### src/rtl/mem_requester.sv
// Single-outstanding memory requester: accepts one request, drives the RAM bus, waits for
// ram_state, then pulses one response. Optional WAIT timeout enabled by MEM_REQ_TIMEOUT_EN.
module mem_requester #(
    parameter int DEPTH       = 32,
    parameter int WAIT_CYCLES = 1,
    parameter int TIMEOUT     = 16
) (
    input  logic        clk,
    input  logic        rst,
    input  logic        req_valid,
    output logic        req_ready,
    input  logic        req_wr,
    input  logic [31:0] req_addr,
    input  logic [31:0] req_wdata,
    output logic        resp_valid,
    output logic [31:0] resp_rdata,
    output logic        resp_err,
    output logic [31:0] ram_addr,
    output logic [31:0] ram_data,
    output logic        ram_wr,
    input  logic        ram_state,
    input  logic [31:0] ram_q,
    output logic [1:0]  dbg_state
);

    // Handshake: a request transfers on a posedge where req_valid && req_ready; req_ready is
    // high only in IDLE. resp_valid is a one-cycle pulse with no back-pressure.
    typedef enum logic [1:0] {S_IDLE, S_ISSUE, S_WAIT, S_RESP} state_t;

    localparam int CNT_MAX   = (WAIT_CYCLES > TIMEOUT) ? WAIT_CYCLES : TIMEOUT;
    localparam int CNT_W     = $clog2(CNT_MAX + 2);
    localparam int WAIT_LAST = (WAIT_CYCLES > 0) ? WAIT_CYCLES - 1 : 0;

    state_t             state_q, state_d;
    logic               wr_q;
    logic [31:0]        ram_addr_q;
    logic [31:0]        ram_data_q;
    logic [31:0]        rdata_q;
    logic               err_q;
    logic [CNT_W-1:0]   cnt_q;

    logic accept;
    logic in_range;
    logic wait_done;
    logic timed_out;

    assign accept    = req_valid && (state_q == S_IDLE);
    assign in_range  = req_addr < 32'(DEPTH);
    assign wait_done = ram_state && (cnt_q >= CNT_W'(WAIT_LAST));

`ifdef MEM_REQ_TIMEOUT_EN
    localparam int TO_LAST = (TIMEOUT > 0) ? TIMEOUT - 1 : 0;
    assign timed_out = !ram_state && (cnt_q >= CNT_W'(TO_LAST));
`else
    assign timed_out = 1'b0;
`endif

    always_ff @(posedge clk) begin
        if (rst) begin
            state_q <= S_IDLE;
        end else begin
            state_q <= state_d;
        end
    end

    always_comb begin
        state_d = state_q;
        case (state_q)
            S_IDLE:  if (accept) state_d = in_range ? S_ISSUE : S_RESP;
            S_ISSUE: state_d = S_WAIT;
            S_WAIT:  if (wait_done || timed_out) state_d = S_RESP;
            S_RESP:  state_d = S_IDLE;
            default: state_d = S_IDLE;
        endcase
    end

    always_comb begin
        req_ready  = (state_q == S_IDLE);
        resp_valid = (state_q == S_RESP);
        resp_err   = (state_q == S_RESP) && err_q;
        ram_wr     = wr_q && ((state_q == S_ISSUE) || (state_q == S_WAIT));
        resp_rdata = rdata_q;
        ram_addr   = ram_addr_q;
        ram_data   = ram_data_q;
        dbg_state  = state_q;
    end

    // The RAM bus registers only move on an in-range accept, so they keep the last issued values.
    always_ff @(posedge clk) begin
        if (rst) begin
            wr_q       <= 1'b0;
            ram_addr_q <= 32'h0;
            ram_data_q <= 32'h0;
            rdata_q    <= 32'h0;
            err_q      <= 1'b0;
            cnt_q      <= '0;
        end else begin
            case (state_q)
                S_IDLE: begin
                    if (accept) begin
                        wr_q    <= req_wr;
                        rdata_q <= 32'h0;
                        err_q   <= !in_range;
                        if (in_range) begin
                            ram_addr_q <= req_addr;
                            ram_data_q <= req_wdata;
                        end
                    end
                end
                S_ISSUE: cnt_q <= '0;
                S_WAIT: begin
                    if (cnt_q != {CNT_W{1'b1}}) cnt_q <= cnt_q + CNT_W'(1);
                    if (wait_done) begin
                        rdata_q <= wr_q ? 32'h0 : ram_q;
                        err_q   <= 1'b0;
                    end else if (timed_out) begin
                        rdata_q <= 32'h0;
                        err_q   <= 1'b1;
                    end
                end
                default: ;
            endcase
        end
    end

endmodule
### config.mk
export PLATFORM = sky130hd
export DESIGN_NAME = mem_requester
export DESIGN_NICKNAME = d
export VERILOG_FILES = /design/src/rtl/mem_requester.sv
export SDC_FILE = /design/constraint.sdc
export NUM_CORES = 1
export LEC_CHECK = 0
export ABC_CLOCK_PERIOD_IN_PS = 1600
export CORE_MARGIN = 2
export CORE_UTILIZATION = 35
export CTS_CLUSTER_SIZE = 20
export DETAILED_ROUTE_END_ITERATION = 6
export PLACE_DENSITY = 0.76
export REMOVE_ABC_BUFFERS = 1
export SETUP_SLACK_MARGIN = 0.2
export SLEW_MARGIN = 25
export SYNTH_ARGS = -nofsm -noshare
export SYNTH_HDL_FRONTEND = slang
export SYNTH_SLANG_ARGS = --single-unit
### constraint.sdc
create_clock -name clk -period 1.6 [get_ports clk]
set_input_delay 0.16 -clock clk [delete_from_list [all_inputs] [get_ports clk]]
set_output_delay 0.16 -clock clk [all_outputs]
set_load 0.01 [all_outputs]
Yosys cells after proc, flatten, opt, wreduce, memory -nomap -nowiden. Cells that the tools add are included.

Logic and storage cells: 44. Flip-flop bits (word level): 105. Bits of input ports: 101.

Add/sub/neg operators: 1. Eq/ne operators: 7. Order comparisons: 2. Muxes and demuxes: 13. Reduce and logical (&&, ||, !) cells: 14.

Operator list (number): two-way mux 32 bit (3); case mux 32 bit (2 select lines) (1); < comparator 32 x 6 -> 1 bit (second input constant) (1); case mux 5 bit (2 select lines) (1); case mux 2 bit (4 select lines) (1); two-way mux 2 bit (3); AND reduction 2 bit (3); AND reduction 3 bit (2); adder 5 x 1 -> 5 bit (second input constant) (1); greater-or-equal comparator 5 x 1 -> 1 bit (second input constant) (1); two-way mux 5 bit (1); != test 5 bit (second input constant) (1); equality test 2 bit (second input constant) (2); logical AND 1 bit (4); != test 2 x 1 -> 1 bit (second input constant) (2); nonzero test 2 bit (2); equality test 2 x 1 -> 1 bit (second input constant) (1); logical NOT 2 bit (1); two-way mux 1 bit (2); != test 2 bit (second input constant) (1); case mux 1 bit (2 select lines) (1); logical NOT 1 bit (1); logical OR 1 bit (1).

Logic depth before layout (Yosys ltp).
Depth in word-level cells: 4. Gate-level depth with buffers: 8. Mapped depth without buffers: 6.

Worst setup path after synthesis. Ideal clock, no wire load.

Path type: reg-to-reg. From: reg state_q[0] (netlist: dbg_state[0]). To: reg rdata_q[10] (netlist: resp_rdata[10]). Slack: -0.197 ns. Stages on the path, launching flop included: 9. Clock period less this slack: 1.797 ns. Arrival time: 1.665 ns. Required time: 1.468 ns. Setup time: 0.132 ns. Path through: dfxtp_1 inv_1 ha_1 nor2b_1 or3_1 buf_2 buf_4 nand2_1 a21oi_1.

Cells in the longest elaborated chain, start to end: 4. Elaborated cells between the ends (all ways): 8. Classes of those cells: eq/ne (3); mux (1); reduce/logical (4).

RTL lines: start, declared (line 34) `state_t state_q, state_d;`; start signal, assigned (line 62) `state_q <= state_d;`; logical NOT 2 bit *; named net req_ready (line 11) `output logic req_ready,`; logical AND 1 bit (line 47) `assign accept = req_valid && (state_q == S_IDLE);`; != test 2 x 1 -> 1 bit (no line); AND reduction 3 bit (no line); end signal, assigned (line 114) `rdata_q <= wr_q ? 32'h0 : ram_q;`; end, declared (line 38) `logic [31:0] rdata_q;`.

Mark *: on every way through the listed nets, which the timed path passes. The rest lies on a longest branch. A chain may end at the register's enable or synchronous reset.

Final worst setup path.
From: reg state_q[1] (netlist: dbg_state[1]). To: reg ram_data_q[3] (netlist: ram_data[3]).

Cells in the longest elaborated chain, start to end: 3.

RTL lines: logical NOT 2 bit * (line 47, 98); logical AND 1 bit (line 47); AND reduction 3 bit (no line) *; end signal, assigned (line 106) `ram_data_q <= req_wdata;`; end, declared (line 37) `logic [31:0] ram_data_q;`.

Mark *: on every way between the ends. The rest lies on a longest branch, timed or not.

==> out/qor.yml <==
sta:
  shortest_clock_period_the_worst_path_allows_after_layout_ns: 1.671
  worst_pin_slew_ns: 0.4624
  setup_violations: 78
  fin_ws_ns: -0.07150
  skew_ns: 0.01065
  worst_slew_margin_rel_pct: 69.17
  maxSlewViolCount: 0
  hold_viol_final: 0
  rsz0062_at_grt: "yes"
  finalCritPeriodShare_pct: 104.5
  fmax_ghz: 0.5983
place:
  port_buffers: 202
  dp_hpwl_um: 8139
  pre_cts_ws_ns: -0.2515
  gp_congestion: 0.7943
critical_path:
  crit_fanout: 19
  critical_path.cell_chain: "inv_4, ha_4, and4bb_1, nand4b_1, buf_4, buf_16, o21ai_1, a21oi_1"
  cp_capture_type: "flip-flop"
  critical_path.startpoint_type: "flip-flop"
  worstPathRequired_ns: 1.83
  slowest_stage: "sky130_fd_sc_hd__dfxtp_4"
  critical_path.max_stage_delay_ns: 0.38
  timing_worst_setup_path_type: "flip-flop to flip-flop"
  arrival_ns: 1.90
floorplanning:
  ioPinCount: 203
  die_h_um: 108.5
  floorplan.initialDensity_pct: 35.60
  area_of_the_die_mm2: 0.01178
  core-area_mm2: 0.01075
  rows: 38
  die_x_um: 108.5
finish:
  most_frequent_standard_cell_in_the_layout_excluding_fill_and_tap_cells: "sky130_fd_sc_hd__clkdlybuf4s50_1"
  area_growth_syn_to_layout_pct: 66.31
  antennaDiodeCount: 0
  mostFrequentLayoutCells: "99 x sky130_fd_sc_hd__clkdlybuf4s50_1, 98 x sky130_fd_sc_hd__dfxtp_1, 97 x sky130_fd_sc_hd__dlygate4sd2_1, 65 x sky130_fd_sc_hd__a21oi_1, 38 x sky130_fd_sc_hd__nand4_1"
  final_net_count: 719
  drive_gt1_share_pct: 13.87
logic_synthesis:
  summed_instance_area_of_the_synthesized_netlist_mm2: 0.003825
  synth.distinct_cells: 30
  syn_inst: 418
  seq_area_frac_synth_pct: 52.34
  postSynthRegisterBits: 100
  mean_instance_size_in_the_synthesized_netlist_um2: 9.151
  ys.warnings.count: 0
pwr:
  power.internal_mw: 4.745
  power.leakage_nw: 2.639
  power_frac_clock_pct: 21.3
  power.density_mw_per_mm2: 1135
  switching_share_pct: 34.28
  power_mw: 7.220
  ir_worst_vdd_mv: 0.7378
  p_comb_share_pct: 41.0
  power.net_switching_mw: 2.475
  seq_power_share_pct: 37.7
global_route:
  globalRouteOverflowTotal: 0
  grt_antenna_before_repair: 0
  grt_max_degree: 101
  track_usage_pct: 20.75
  vias_in_the_first_global_route: 3797
  wire_length_of_the_first_global_routing_pass_um: 19060
hold_path:
  timing.hold.worst.class: "primary input to flip-flop"
drt:
  route.detailed.wl_per_inst_um: 16.76
  routed_via_density: 5.253
  route.final.wire_length_um: 12740
  detail-route-antenna-nets: 0
  via_count: 3992
  first_pass_iters: 5
  first_iter_violations: 270
  drc_errors: 0
clock_network:
  cts_clock_pin_slew_for_the_worst_setup_and_hold_paths_ns: 0.10
  tritoncts_num_sinks: 100
  number_of_h_tree_branching_levels: 3
  tritoncts.num_buffers: 9
  tritoncts: "yes"
  cts_root_cell: "sky130_fd_sc_hd__clkbuf_8"
  worst_skew_pair.late_latency_ns: 0.35
  clock_path_buffers: 2
run_status:
  status: "complete, but fails checks"
  violations_in_the_final_reports: "negative setup slack"
job:
  max-cap-violations: 0
## registers in the layout, indices dropped and copies added (netlist names)
name and count:
err_q 1, resp_rdata 32, ram_addr 32, dbg_state 2, ram_data 32, wr_q 1
## cell type report
class,instances,area (um^2)
Clock buffer,9,123.9
Clock inverter,7,65.06
Fill cell,984,4384
Inverter,2,10.01
Multi-Input combinational cell,272,1675
Sequential cell,100,2007
Tap cell,140,175.2
Timing Repair Buffer,230,2305
## path summary, 6_finish.rpt
kind / start / to / slack, ns / cells past startpoint
setup reg to reg: dbg_state[1] / ram_data[3] / -0.07 / 8
setup / recovery: dbg_state[1] / ram_data[3] / -0.07 / 8
hold / removal: rst / ram_addr[2] / 0.34 / 3
hold reg to reg: err_q / err_q / 0.46 / 2
## stage by stage
step / cells / hold WS [ns] / cell area [um^2] / util [%] / setup TNS [ns]
final: 760 / 0.3393 / 6361 / 59.20 / -3.650
after detailed placement: 737 / 0.4434 / 6033 / 56.15 / -16.11
after global placement: 737 / 0.4372 / 6033 / 56.15 / -9.499
after global routing: 760 / 0.3488 / 6361 / 59.20 / -10.16
after floorplan: 374 / 0.2291 / 3560 / - / -70.44
after CTS: 759 / 0.3279 / 6275 / 58.40 / -2.379
## cell usage after synthesis
master,n,share of area (%)
sky130_fd_sc_hd__nor3_1,2,0.26
sky130_fd_sc_hd__and3_1,1,0.16
sky130_fd_sc_hd__or3b_2,1,0.23
sky130_fd_sc_hd__dfxtp_1,100,52
sky130_fd_sc_hd__or3_1,1,0.16
sky130_fd_sc_hd__o21ai_0,26,3.4
sky130_fd_sc_hd__and4bb_1,1,0.33
sky130_fd_sc_hd__inv_1,2,0.20
sky130_fd_sc_hd__nor2b_1,3,0.49
sky130_fd_sc_hd__clkbuf_1,20,2.0
sky130_fd_sc_hd__nor3_2,1,0.26
sky130_fd_sc_hd__o21ai_1,12,1.6
sky130_fd_sc_hd__nor2_1,4,0.39
sky130_fd_sc_hd__ha_1,3,0.98
sky130_fd_sc_hd__nand4b_1,1,0.23
sky130_fd_sc_hd__nor4_2,6,2.0
sky130_fd_sc_hd__nor2_4,1,0.29
sky130_fd_sc_hd__and4_1,1,0.23
sky130_fd_sc_hd__nor3b_1,27,5.3
sky130_fd_sc_hd__buf_4,3,0.59
sky130_fd_sc_hd__mux2i_1,1,0.26
sky130_fd_sc_hd__nand4_1,38,6.2
sky130_fd_sc_hd__a211o_1,2,0.46
sky130_fd_sc_hd__a21oi_1,70,9.2
sky130_fd_sc_hd__buf_2,11,1.4
sky130_fd_sc_hd__buf_6,10,2.9
sky130_fd_sc_hd__and2_1,3,0.49
sky130_fd_sc_hd__nand2_1,34,3.3
sky130_fd_sc_hd__nand3_1,32,4.2
sky130_fd_sc_hd__a31oi_1,1,0.16
## worst max-delay path: cells and delay by family (launching register included)
kind	cells	cell delay, ns
AOI/OAI and AO/OA	2	0.20
adders and majority gates	1	0.14
buffers and inverters	3	0.44
DFF	1	0.38
and+or+nand+nor	2	0.39
## power groups by stage
| stage | Combinational, mW | Clock [mW] | Sequential, mW |
|---|---|---|---|
| finish | 2.96 | 1.54 | 2.72 |
| global route | 3.14 | 1.71 | 2.74 |
| CTS | 2.73 | 1.61 | 2.71 |
| detailed placement | 2.31 | 0 | 2.76 |
| global placement | 2.26 | 0 | 2.76 |
| floorplan | 0.854 | 0 | 2.82 |
## per-layer routing
layer  share of wire [%]  global-route usage [%]
met1                  39                   23.84
met4                 2.2                   8.242
met5                   0                       0
met3                 7.6                   4.461
met2                  51                   37.28
## cell families after synthesis
kind of cell / Yosys count / share of synthesized area, %
simple gates: 157 / 24.53
compound gates: 111 / 14.75
flops: 100 / 52.34
buf+inv: 46 / 7.131
fa+ha+maj: 3 / 0.9815
mux: 1 / 0.2617
## timing repair
item / CTS / global route
setup endpoints to repair: 200 / 102
resized for setup: 144 / 19
hold buffers: 0 / 0
pin swaps: 10 / 12
gates cloned: 3 / 1
setup buffers: 3 / 0
Note: power is estimated with default switching activity, not from simulation.
